## config.mk

```make
export PLATFORM = sky130hd
export DESIGN_NAME = trace_nexus_merge
export DESIGN_NICKNAME = d
export VERILOG_FILES = /design/src/rtl/trace_nexus_pkg.sv /design/src/rtl/trace_fifo.sv /design/src/rtl/trace_nexus_merge.sv
export SDC_FILE = /design/constraint.sdc
export NUM_CORES = 2
export LEC_CHECK = 0
export CAP_MARGIN = 20
export CORE_AREA = 4 4 274 477
export CTS_BUF_LIST = sky130_fd_sc_hd__clkbuf_16
export DETAILED_ROUTE_END_ITERATION = 12
export DIE_AREA = 0 0 278 481
export PLACE_DENSITY = 0.76
export SETUP_SLACK_MARGIN = 0.15
export SLEW_MARGIN = 20
export SYNTH_ARGS = -nofsm -noshare
export SYNTH_HDL_FRONTEND = slang
export SYNTH_SLANG_ARGS = --single-unit
export TNS_END_PERCENT = 5
```

## constraint.sdc

```tcl
create_clock -name clock -period 33.5 [get_ports clock]
set_input_delay 6.7 -clock clock [delete_from_list [all_inputs] [get_ports clock]]
set_output_delay 6.7 -clock clock [all_outputs]
set_load 0.01 [all_outputs]
```

## src/rtl/trace_nexus_pkg.sv

```systemverilog
// Shared record layout, width constants and lane-slicing helpers for the
// retire-trace nexus.
package trace_nexus_pkg;

  localparam int TN_NCH     = 2;
  localparam int TN_DEPTH   = 8;
  localparam int TN_IADDR_W = 40;
  localparam int TN_CAUSE_W = 64;
  localparam int TN_INSN_W  = 32;
  localparam int TN_PRIV_W  = 3;
  localparam int TN_DROP_W  = 16;

  // Record layout at default widths, MSB first. The RTL stores records as a
  // flat vector in exactly this field order so that non-default widths work.
  typedef struct packed {
    logic [TN_IADDR_W-1:0] iaddr;
    logic [TN_INSN_W-1:0]  insn;
    logic [TN_PRIV_W-1:0]  priv;
    logic                  exception;
    logic                  interrupt;
    logic [TN_CAUSE_W-1:0] cause;
    logic [TN_IADDR_W-1:0] tval;
    logic                  lost;
  } trace_rec_t;

  // Flat record width for the given address and cause widths.
  function automatic int rec_width(int iaddr_w, int cause_w);
    return 2 * iaddr_w + TN_INSN_W + TN_PRIV_W + 3 + cause_w;
  endfunction

  // LSB position of lane `lane` in a bus of `w`-bit lanes.
  function automatic int lane_lo(int lane, int w);
    return lane * w;
  endfunction

endpackage

```

## src/rtl/trace_fifo.sv

```systemverilog
// Circular record buffer: up to NCH compacted pushes and one pop per cycle.
// Occupancy is a separate counter so full and empty never alias.
module trace_fifo #(
  parameter int W     = 8,
  parameter int DEPTH = 8,
  parameter int NCH   = 2,
  parameter int CW    = $clog2(NCH + 1),
  parameter int FW    = $clog2(DEPTH) + 1
) (
  input  logic              clock,
  input  logic              reset,
  input  logic [NCH*W-1:0]  push_data_i,
  input  logic [CW-1:0]     push_cnt_i,
  input  logic              pop_i,
  output logic [W-1:0]      head_o,
  output logic [FW-1:0]     fill_o
);

  localparam int AW = $clog2(DEPTH);

  logic [W-1:0]  mem_q [DEPTH];
  logic [AW-1:0] wr_ptr_q;
  logic [AW-1:0] rd_ptr_q;
  logic [FW-1:0] fill_q;

  // Storage write: slot j of the compacted vector lands at wr_ptr + j.
  // Entries are not reset; the head is masked while the buffer is empty.
  always_ff @(posedge clock) begin
    for (int j = 0; j < NCH; j++) begin
      if (CW'(j) < push_cnt_i) begin
        mem_q[wr_ptr_q + AW'(j)] <= push_data_i[j*W +: W];
      end
    end
  end

  // Pointers wrap naturally at the power-of-two depth; fill tracks occupancy.
  always_ff @(posedge clock) begin
    if (reset) begin
      wr_ptr_q <= '0;
      rd_ptr_q <= '0;
      fill_q   <= '0;
    end else begin
      wr_ptr_q <= wr_ptr_q + AW'(push_cnt_i);
      rd_ptr_q <= rd_ptr_q + AW'(pop_i);
      fill_q   <= fill_q + FW'(push_cnt_i) - FW'(pop_i);
    end
  end

  assign head_o = (fill_q != '0) ? mem_q[rd_ptr_q] : '0;
  assign fill_o = fill_q;

endmodule

```

## src/rtl/trace_nexus_merge.sv

```systemverilog
// Retire-trace nexus: qualifies the commit lanes, compacts them in program
// order and admits them all-or-nothing into the record FIFO, counting drops.
module trace_nexus_merge
  import trace_nexus_pkg::*;
#(
  parameter int NCH     = TN_NCH,
  parameter int DEPTH   = TN_DEPTH,
  parameter int IADDR_W = TN_IADDR_W,
  parameter int CAUSE_W = TN_CAUSE_W
) (
  input  logic                   clock,
  input  logic                   reset,
  input  logic [NCH-1:0]         in_valid,
  input  logic [NCH*IADDR_W-1:0] in_iaddr,
  input  logic [NCH*32-1:0]      in_insn,
  input  logic [NCH*3-1:0]       in_priv,
  input  logic [NCH-1:0]         in_exception,
  input  logic [NCH-1:0]         in_interrupt,
  input  logic [NCH*CAUSE_W-1:0] in_cause,
  input  logic [NCH*IADDR_W-1:0] in_tval,
  input  logic                   cfg_enable,
  input  logic                   cfg_exc_only,
  output logic                   out_valid,
  input  logic                   out_ready,
  output logic [IADDR_W-1:0]     out_iaddr,
  output logic [31:0]            out_insn,
  output logic [2:0]             out_priv,
  output logic                   out_exception,
  output logic                   out_interrupt,
  output logic [CAUSE_W-1:0]     out_cause,
  output logic [IADDR_W-1:0]     out_tval,
  output logic                   out_lost,
  output logic [15:0]            drop_count,
  output logic                   overflow,
  output logic [$clog2(DEPTH):0] fill
);

  localparam int REC_W = rec_width(IADDR_W, CAUSE_W);
  localparam int CW    = $clog2(NCH + 1);
  localparam int FW    = $clog2(DEPTH) + 1;
  localparam int DW    = TN_DROP_W;

  localparam int O_TVAL  = 1;
  localparam int O_CAUSE = O_TVAL + IADDR_W;
  localparam int O_INTR  = O_CAUSE + CAUSE_W;
  localparam int O_EXC   = O_INTR + 1;
  localparam int O_PRIV  = O_EXC + 1;
  localparam int O_INSN  = O_PRIV + TN_PRIV_W;
  localparam int O_IADDR = O_INSN + TN_INSN_W;

  logic [NCH-1:0]       qual;
  logic [NCH*REC_W-1:0] comp;
  logic [CW-1:0]        k;
  logic                 pop;
  logic [FW-1:0]        free;
  logic                 admit;
  logic [CW-1:0]        push_cnt;
  logic [REC_W-1:0]     head;
  logic [FW-1:0]        fill_w;
  logic [DW:0]          drop_sum;
  logic [DW-1:0]        drop_d, drop_q;
  logic                 ovf_d, ovf_q;
  logic                 lost_d, lost_q;

  // Lane qualification against the live configuration.
  always_comb begin
    qual = '0;
    for (int i = 0; i < NCH; i++) begin
      qual[i] = in_valid[i] & cfg_enable &
                (~cfg_exc_only | in_exception[i] | in_interrupt[i]);
    end
  end

  // Compaction: qualifying lanes pack into consecutive slots, oldest first.
  // A pending loss marker rides on the first slot only.
  always_comb begin
    comp = '0;
    k    = '0;
    for (int i = 0; i < NCH; i++) begin
      if (qual[i]) begin
        comp[k*REC_W +: REC_W] = {in_iaddr[lane_lo(i, IADDR_W) +: IADDR_W],
                                  in_insn[lane_lo(i, 32) +: 32],
                                  in_priv[lane_lo(i, 3) +: 3],
                                  in_exception[i], in_interrupt[i],
                                  in_cause[lane_lo(i, CAUSE_W) +: CAUSE_W],
                                  in_tval[lane_lo(i, IADDR_W) +: IADDR_W],
                                  (k == '0) & lost_q};
        k = k + CW'(1);
      end
    end
  end

  // Admission: all qualifying lanes fit in the space left after this pop, or none go in.
  always_comb begin
    pop      = out_valid & out_ready;
    free     = FW'(DEPTH) - fill_w + FW'(pop);
    admit    = FW'(k) <= free;
    push_cnt = admit ? k : '0;
    drop_sum = {1'b0, drop_q} + (DW+1)'(k);
    drop_d   = drop_q;
    ovf_d    = ovf_q;
    lost_d   = lost_q;
    if (!admit) begin
      drop_d = drop_sum[DW] ? '1 : drop_sum[DW-1:0];
      ovf_d  = 1'b1;
      lost_d = 1'b1;
    end else if (push_cnt != '0) begin
      lost_d = 1'b0;
    end
  end

  // Loss accounting registers.
  always_ff @(posedge clock) begin
    if (reset) begin
      drop_q <= '0;
      ovf_q  <= 1'b0;
      lost_q <= 1'b0;
    end else begin
      drop_q <= drop_d;
      ovf_q  <= ovf_d;
      lost_q <= lost_d;
    end
  end

  trace_fifo #(
    .W     (REC_W),
    .DEPTH (DEPTH),
    .NCH   (NCH),
    .CW    (CW),
    .FW    (FW)
  ) u_fifo (
    .clock       (clock),
    .reset       (reset),
    .push_data_i (comp),
    .push_cnt_i  (push_cnt),
    .pop_i       (pop),
    .head_o      (head),
    .fill_o      (fill_w)
  );

  assign out_valid     = fill_w != '0;
  assign fill          = fill_w;
  assign out_iaddr     = head[O_IADDR +: IADDR_W];
  assign out_insn      = head[O_INSN +: TN_INSN_W];
  assign out_priv      = head[O_PRIV +: TN_PRIV_W];
  assign out_exception = head[O_EXC];
  assign out_interrupt = head[O_INTR];
  assign out_cause     = head[O_CAUSE +: CAUSE_W];
  assign out_tval      = head[O_TVAL +: IADDR_W];
  assign out_lost      = head[0];
  assign drop_count    = drop_q;
  assign overflow      = ovf_q;

endmodule

```

==> run_summary.xml <==
<?xml version="1.0" encoding="UTF-8"?>
<metrics>
  <group name="status">
    <metric name="run_status" unit="">finished clean</metric>
  </group>
  <group name="run">
    <metric name="drv.max_cap_violation_count" unit="">0</metric>
  </group>
  <group name="synthesis">
    <metric name="syn_inst" unit="">4739</metric>
    <metric name="dominantRegCellSynth" unit="">sky130_fd_sc_hd__edfxtp_1</metric>
    <metric name="synth_sequential_area_ratio" unit="%">63.9</metric>
    <metric name="synth_fp_nets" unit="">5127</metric>
    <metric name="synth.avg_cell_area" unit="um^2">14.6</metric>
    <metric name="mappedNetlistArea" unit="mm^2">0.0693</metric>
    <metric name="async_reset_ff_share" unit="%">0</metric>
    <metric name="synth_cell_type_count" unit="">53</metric>
    <metric name="yosys_warnings" unit="">0</metric>
    <metric name="synth-edff-count" unit="">1456</metric>
    <metric name="ys_seq_elements" unit="">1484</metric>
  </group>
  <group name="layout">
    <metric name="layout-area-overhead-vs-synth" unit="%">15.6</metric>
    <metric name="fillerInstances" unit="">9309</metric>
    <metric name="final_core_utilization" unit="%">63.1</metric>
    <metric name="post_layout_nonfiller_instances" unit="">6822</metric>
    <metric name="register_area" unit="mm^2">0.0443</metric>
    <metric name="mostFrequentLayoutCells" unit="">sky130_fd_sc_hd__edfxtp_1, sky130_fd_sc_hd__o22ai_1, sky130_fd_sc_hd__clkdlybuf4s50_1, sky130_fd_sc_hd__nand2_1, sky130_fd_sc_hd__mux4_2</metric>
    <metric name="layout.cells.most_common" unit="">sky130_fd_sc_hd__edfxtp_1</metric>
    <metric name="drive_gt1_share" unit="%">13.1</metric>
    <metric name="multiInputGateArea" unit="mm^2">0.0228</metric>
    <metric name="num-nets-final" unit="">5443</metric>
  </group>
  <group name="clock_tree">
    <metric name="post_cts_hold_buffer_count" unit="">0</metric>
    <metric name="cts_buf_count" unit="">135</metric>
    <metric name="clk_transition_reported_paths" unit="ns">0.07</metric>
    <metric name="ctsLongestPathBuffers" unit="">3</metric>
    <metric name="post_cts.repair.setup_buffers" unit="">0</metric>
    <metric name="htreeDepth" unit="">4</metric>
    <metric name="clock-sinks" unit="">1484</metric>
    <metric name="ctsResizeCount" unit="">0</metric>
    <metric name="clkLatencyLatePin" unit="ns">0.79</metric>
    <metric name="cts_root_buf" unit="">sky130_fd_sc_hd__clkbuf_16</metric>
    <metric name="tritoncts" unit="">built</metric>
  </group>
  <group name="place">
    <metric name="port_buffers" unit="">572</metric>
    <metric name="dp.final_hpwl" unit="um">124000</metric>
    <metric name="place_inst" unit="">6580</metric>
    <metric name="globalplace.congestion" unit="">0.813</metric>
    <metric name="dp_worst_setup_slack" unit="ns">20.09</metric>
  </group>
  <group name="timing">
    <metric name="skew" unit="ns">0.0346</metric>
    <metric name="hold_violations" unit="">0</metric>
    <metric name="postLayoutSetupSlackWorst" unit="ns">20.76</metric>
    <metric name="finalSetupTns" unit="ns">0</metric>
    <metric name="rsz0062_at_grt" unit="">no</metric>
    <metric name="finalSetupViolations" unit="">0</metric>
    <metric name="relSlewSlack" unit="%">14.3</metric>
    <metric name="max_transition_viols_final" unit="">0</metric>
    <metric name="worst-slew-pin-transition" unit="ns">1.29</metric>
    <metric name="timing.fmax" unit="MHz">78.5</metric>
    <metric name="final.period_utilization" unit="%">38.0</metric>
    <metric name="timing.final.crit_period" unit="ns">12.74</metric>
  </group>
  <group name="floorplanning">
    <metric name="num_io_pins" unit="">573</metric>
    <metric name="die_h" unit="um">481</metric>
    <metric name="die_area" unit="mm^2">0.134</metric>
    <metric name="floorplan.die.width" unit="um">278</metric>
    <metric name="placeableCoreArea" unit="mm^2">0.127</metric>
    <metric name="starting_density_of_the_core" unit="%">54.6</metric>
    <metric name="std_cell_rows" unit="">173</metric>
  </group>
  <group name="pwr">
    <metric name="p_seq_share" unit="%">40.8</metric>
    <metric name="pwr-share-comb" unit="%">31.7</metric>
    <metric name="cellLeakagePower" unit="nW">25.3</metric>
    <metric name="sw_frac_of_total" unit="%">31.6</metric>
    <metric name="internal_power" unit="W">0.00380</metric>
    <metric name="power_density_over_the_cells" unit="mW/mm^2">69.5</metric>
    <metric name="power.net_switching" unit="W">0.00176</metric>
    <metric name="ir_drop" unit="mV">0.0765</metric>
    <metric name="relative_contribution_of_the_clock_network_to_total_power" unit="%">27.5</metric>
  </group>
  <group name="route">
    <metric name="routed_wl" unit="um">237000</metric>
    <metric name="detail_route.first_pass.iterations" unit="">8</metric>
    <metric name="routed-via-count" unit="">51344</metric>
    <metric name="postRouteAntennaNets" unit="">0</metric>
    <metric name="detail_route.iter0.violations" unit="">7707</metric>
    <metric name="avgRoutedWirePerCell" unit="um">34.7</metric>
    <metric name="avgViaCountPerCell" unit="">7.53</metric>
    <metric name="drc_errors" unit="">0</metric>
  </group>
  <group name="min_path">
    <metric name="worst_hold_path_type" unit="">reg -&gt; reg</metric>
  </group>
  <group name="global_routing">
    <metric name="global_route.overflow_total" unit="">0</metric>
    <metric name="global_route_wire_length_before_repair" unit="um">340000</metric>
    <metric name="grt_pass1_vias" unit="">52921</metric>
    <metric name="antenna_violations_before_repair" unit="">10</metric>
    <metric name="grt_use_total" unit="%">34.3</metric>
    <metric name="pin_count_of_the_biggest_net_entering_global_routing" unit="">163</metric>
  </group>
  <group name="worst_setup_path">
    <metric name="cp_data_arrival_time" unit="ns">13.12</metric>
    <metric name="critical_path.max_fanout" unit="">58</metric>
    <metric name="critical_path.startpoint_type" unit="">input pin</metric>
    <metric name="timing_worst_setup_path_type" unit="">in -&gt; reg</metric>
    <metric name="worstPathRequired" unit="ns">33.88</metric>
    <metric name="end_kind" unit="">flop</metric>
    <metric name="rrSetupSlack" unit="ns">24.81</metric>
  </group>
</metrics>
per-layer routing:
layer,share of wire [%],GRT usage (%)
met5,0.012,0
met4,4.4,15.1
met3,15,10.8
met2,48,55.4
met1,33,43.0
final cells by class:
type / count / share of cell area (%)
flip-flops and latches: 1484 / 55.3
multi-input cells: 2740 / 28.5
repair buffers: 672 / 8.20
clock buffers: 139 / 4.34
well taps: 1662 / 2.60
clock inverters: 96 / 0.920
inverters: 22 / 0.103
diodes: 7 / 0.0219
power groups by stage:
stage	registers, W	clock network (W)	logic, W
after floorplan	0.00232	0	0.00101
after global placement	0.00230	0	0.00173
after detailed placement	0.00231	0	0.00174
after CTS	0.00227	0.00153	0.00175
after global routing	0.00228	0.00160	0.00184
final	0.00227	0.00153	0.00177
cell families after synthesis:
| kind of cell | count (synthesis) | share of synthesized area, % |
|---|---|---|
| AOI/OAI and AO/OA | 1499 | 13.7 |
| DFF | 1484 | 63.9 |
| and+or+nand+nor | 653 | 3.74 |
| muxes | 562 | 14.7 |
| buffers and inverters | 515 | 3.45 |
| adders and majority gates | 19 | 0.376 |
| xor gates and xnor gates | 7 | 0.0885 |
flip-flops by register name (all words and copies together), names as in the netlist:
register / cells
u_fifo.rd_ptr_q: 3
u_fifo.fill_o: 4
drop_count: 16
u_fifo.mem_q: 1456
lost_q: 1
overflow: 1
u_fifo.wr_ptr_q: 3
Yosys cell counts (2+ instances only):
cell type | number | area, um^2
sky130_fd_sc_hd__inv_1 | 22 | 82.6
sky130_fd_sc_hd__buf_4 | 30 | 225
sky130_fd_sc_hd__o21bai_1 | 8 | 60.1
sky130_fd_sc_hd__a41oi_1 | 4 | 35.0
sky130_fd_sc_hd__mux4_2 | 364 | 8200
sky130_fd_sc_hd__nor2b_1 | 6 | 37.5
sky130_fd_sc_hd__fa_1 | 3 | 60.1
sky130_fd_sc_hd__a21o_1 | 2 | 15.0
sky130_fd_sc_hd__nor3_1 | 13 | 65.1
sky130_fd_sc_hd__nor2_1 | 221 | 830
sky130_fd_sc_hd__o22ai_1 | 1436 | 8980
sky130_fd_sc_hd__clkbuf_1 | 227 | 852
sky130_fd_sc_hd__edfxtp_1 | 1456 | 43700
sky130_fd_sc_hd__a211oi_2 | 5 | 62.6
sky130_fd_sc_hd__o311ai_0 | 2 | 17.5
sky130_fd_sc_hd__ha_1 | 16 | 200
sky130_fd_sc_hd__xnor2_1 | 4 | 35.0
sky130_fd_sc_hd__dfxtp_1 | 28 | 561
sky130_fd_sc_hd__nand3_1 | 8 | 40.0
sky130_fd_sc_hd__mux2i_1 | 198 | 1980
sky130_fd_sc_hd__and4_1 | 2 | 17.5
sky130_fd_sc_hd__o21ai_0 | 2 | 10.0
sky130_fd_sc_hd__a211oi_1 | 3 | 22.5
sky130_fd_sc_hd__nand4_1 | 3 | 18.8
sky130_fd_sc_hd__buf_2 | 195 | 976
sky130_fd_sc_hd__buf_1 | 28 | 105
sky130_fd_sc_hd__buf_6 | 12 | 135
sky130_fd_sc_hd__a21oi_1 | 12 | 60.1
sky130_fd_sc_hd__a21oi_2 | 8 | 70.1
sky130_fd_sc_hd__a311oi_1 | 5 | 43.8
sky130_fd_sc_hd__and2_1 | 7 | 43.8
sky130_fd_sc_hd__xor2_1 | 3 | 26.3
sky130_fd_sc_hd__or3_1 | 3 | 18.8
sky130_fd_sc_hd__nand2_1 | 372 | 1400
sky130_fd_sc_hd__and3_1 | 12 | 75.1
sky130_fd_sc_hd__a21oi_4 | 2 | 32.5
final timing paths:
path | from | to | cells past startpoint
setup / recovery | cfg_exc_only | u_fifo.mem_q[5][168] | 13
hold / removal | lost_q | lost_q | 2
setup reg to reg | u_fifo.fill_o[2] | u_fifo.mem_q[5][168] | 19
hold reg to reg | lost_q | lost_q | 2
worst max-delay path: stages:
cell                              delay (ns)
sky130_fd_sc_hd__clkdlybuf4s50_1        0.50
sky130_fd_sc_hd__inv_1                  0.08
sky130_fd_sc_hd__o311ai_2               0.56
sky130_fd_sc_hd__buf_4                  0.42
sky130_fd_sc_hd__nor2_1                 0.26
sky130_fd_sc_hd__ha_1                   0.36
sky130_fd_sc_hd__nor2b_1                0.15
sky130_fd_sc_hd__a2bb2oi_2              0.27
sky130_fd_sc_hd__and2_1                 0.53
sky130_fd_sc_hd__or3_1                  0.64
sky130_fd_sc_hd__o21bai_4               0.82
sky130_fd_sc_hd__buf_4                  0.77
sky130_fd_sc_hd__buf_4                  0.93
per-stage QoR:
| step | total power (W) | hold WS [ns] | instance area, um^2 |
|---|---|---|---|
| floorplan | 0.00333 | 0.435 | 69300 |
| global placement | 0.00402 | 0.455 | 75800 |
| detailed placement | 0.00405 | 0.463 | 75800 |
| CTS | 0.00554 | 0.474 | 80100 |
| global route | 0.00572 | 0.497 | 80100 |
| finish | 0.00556 | 0.478 | 80100 |
(Power assumes the default switching activity.)
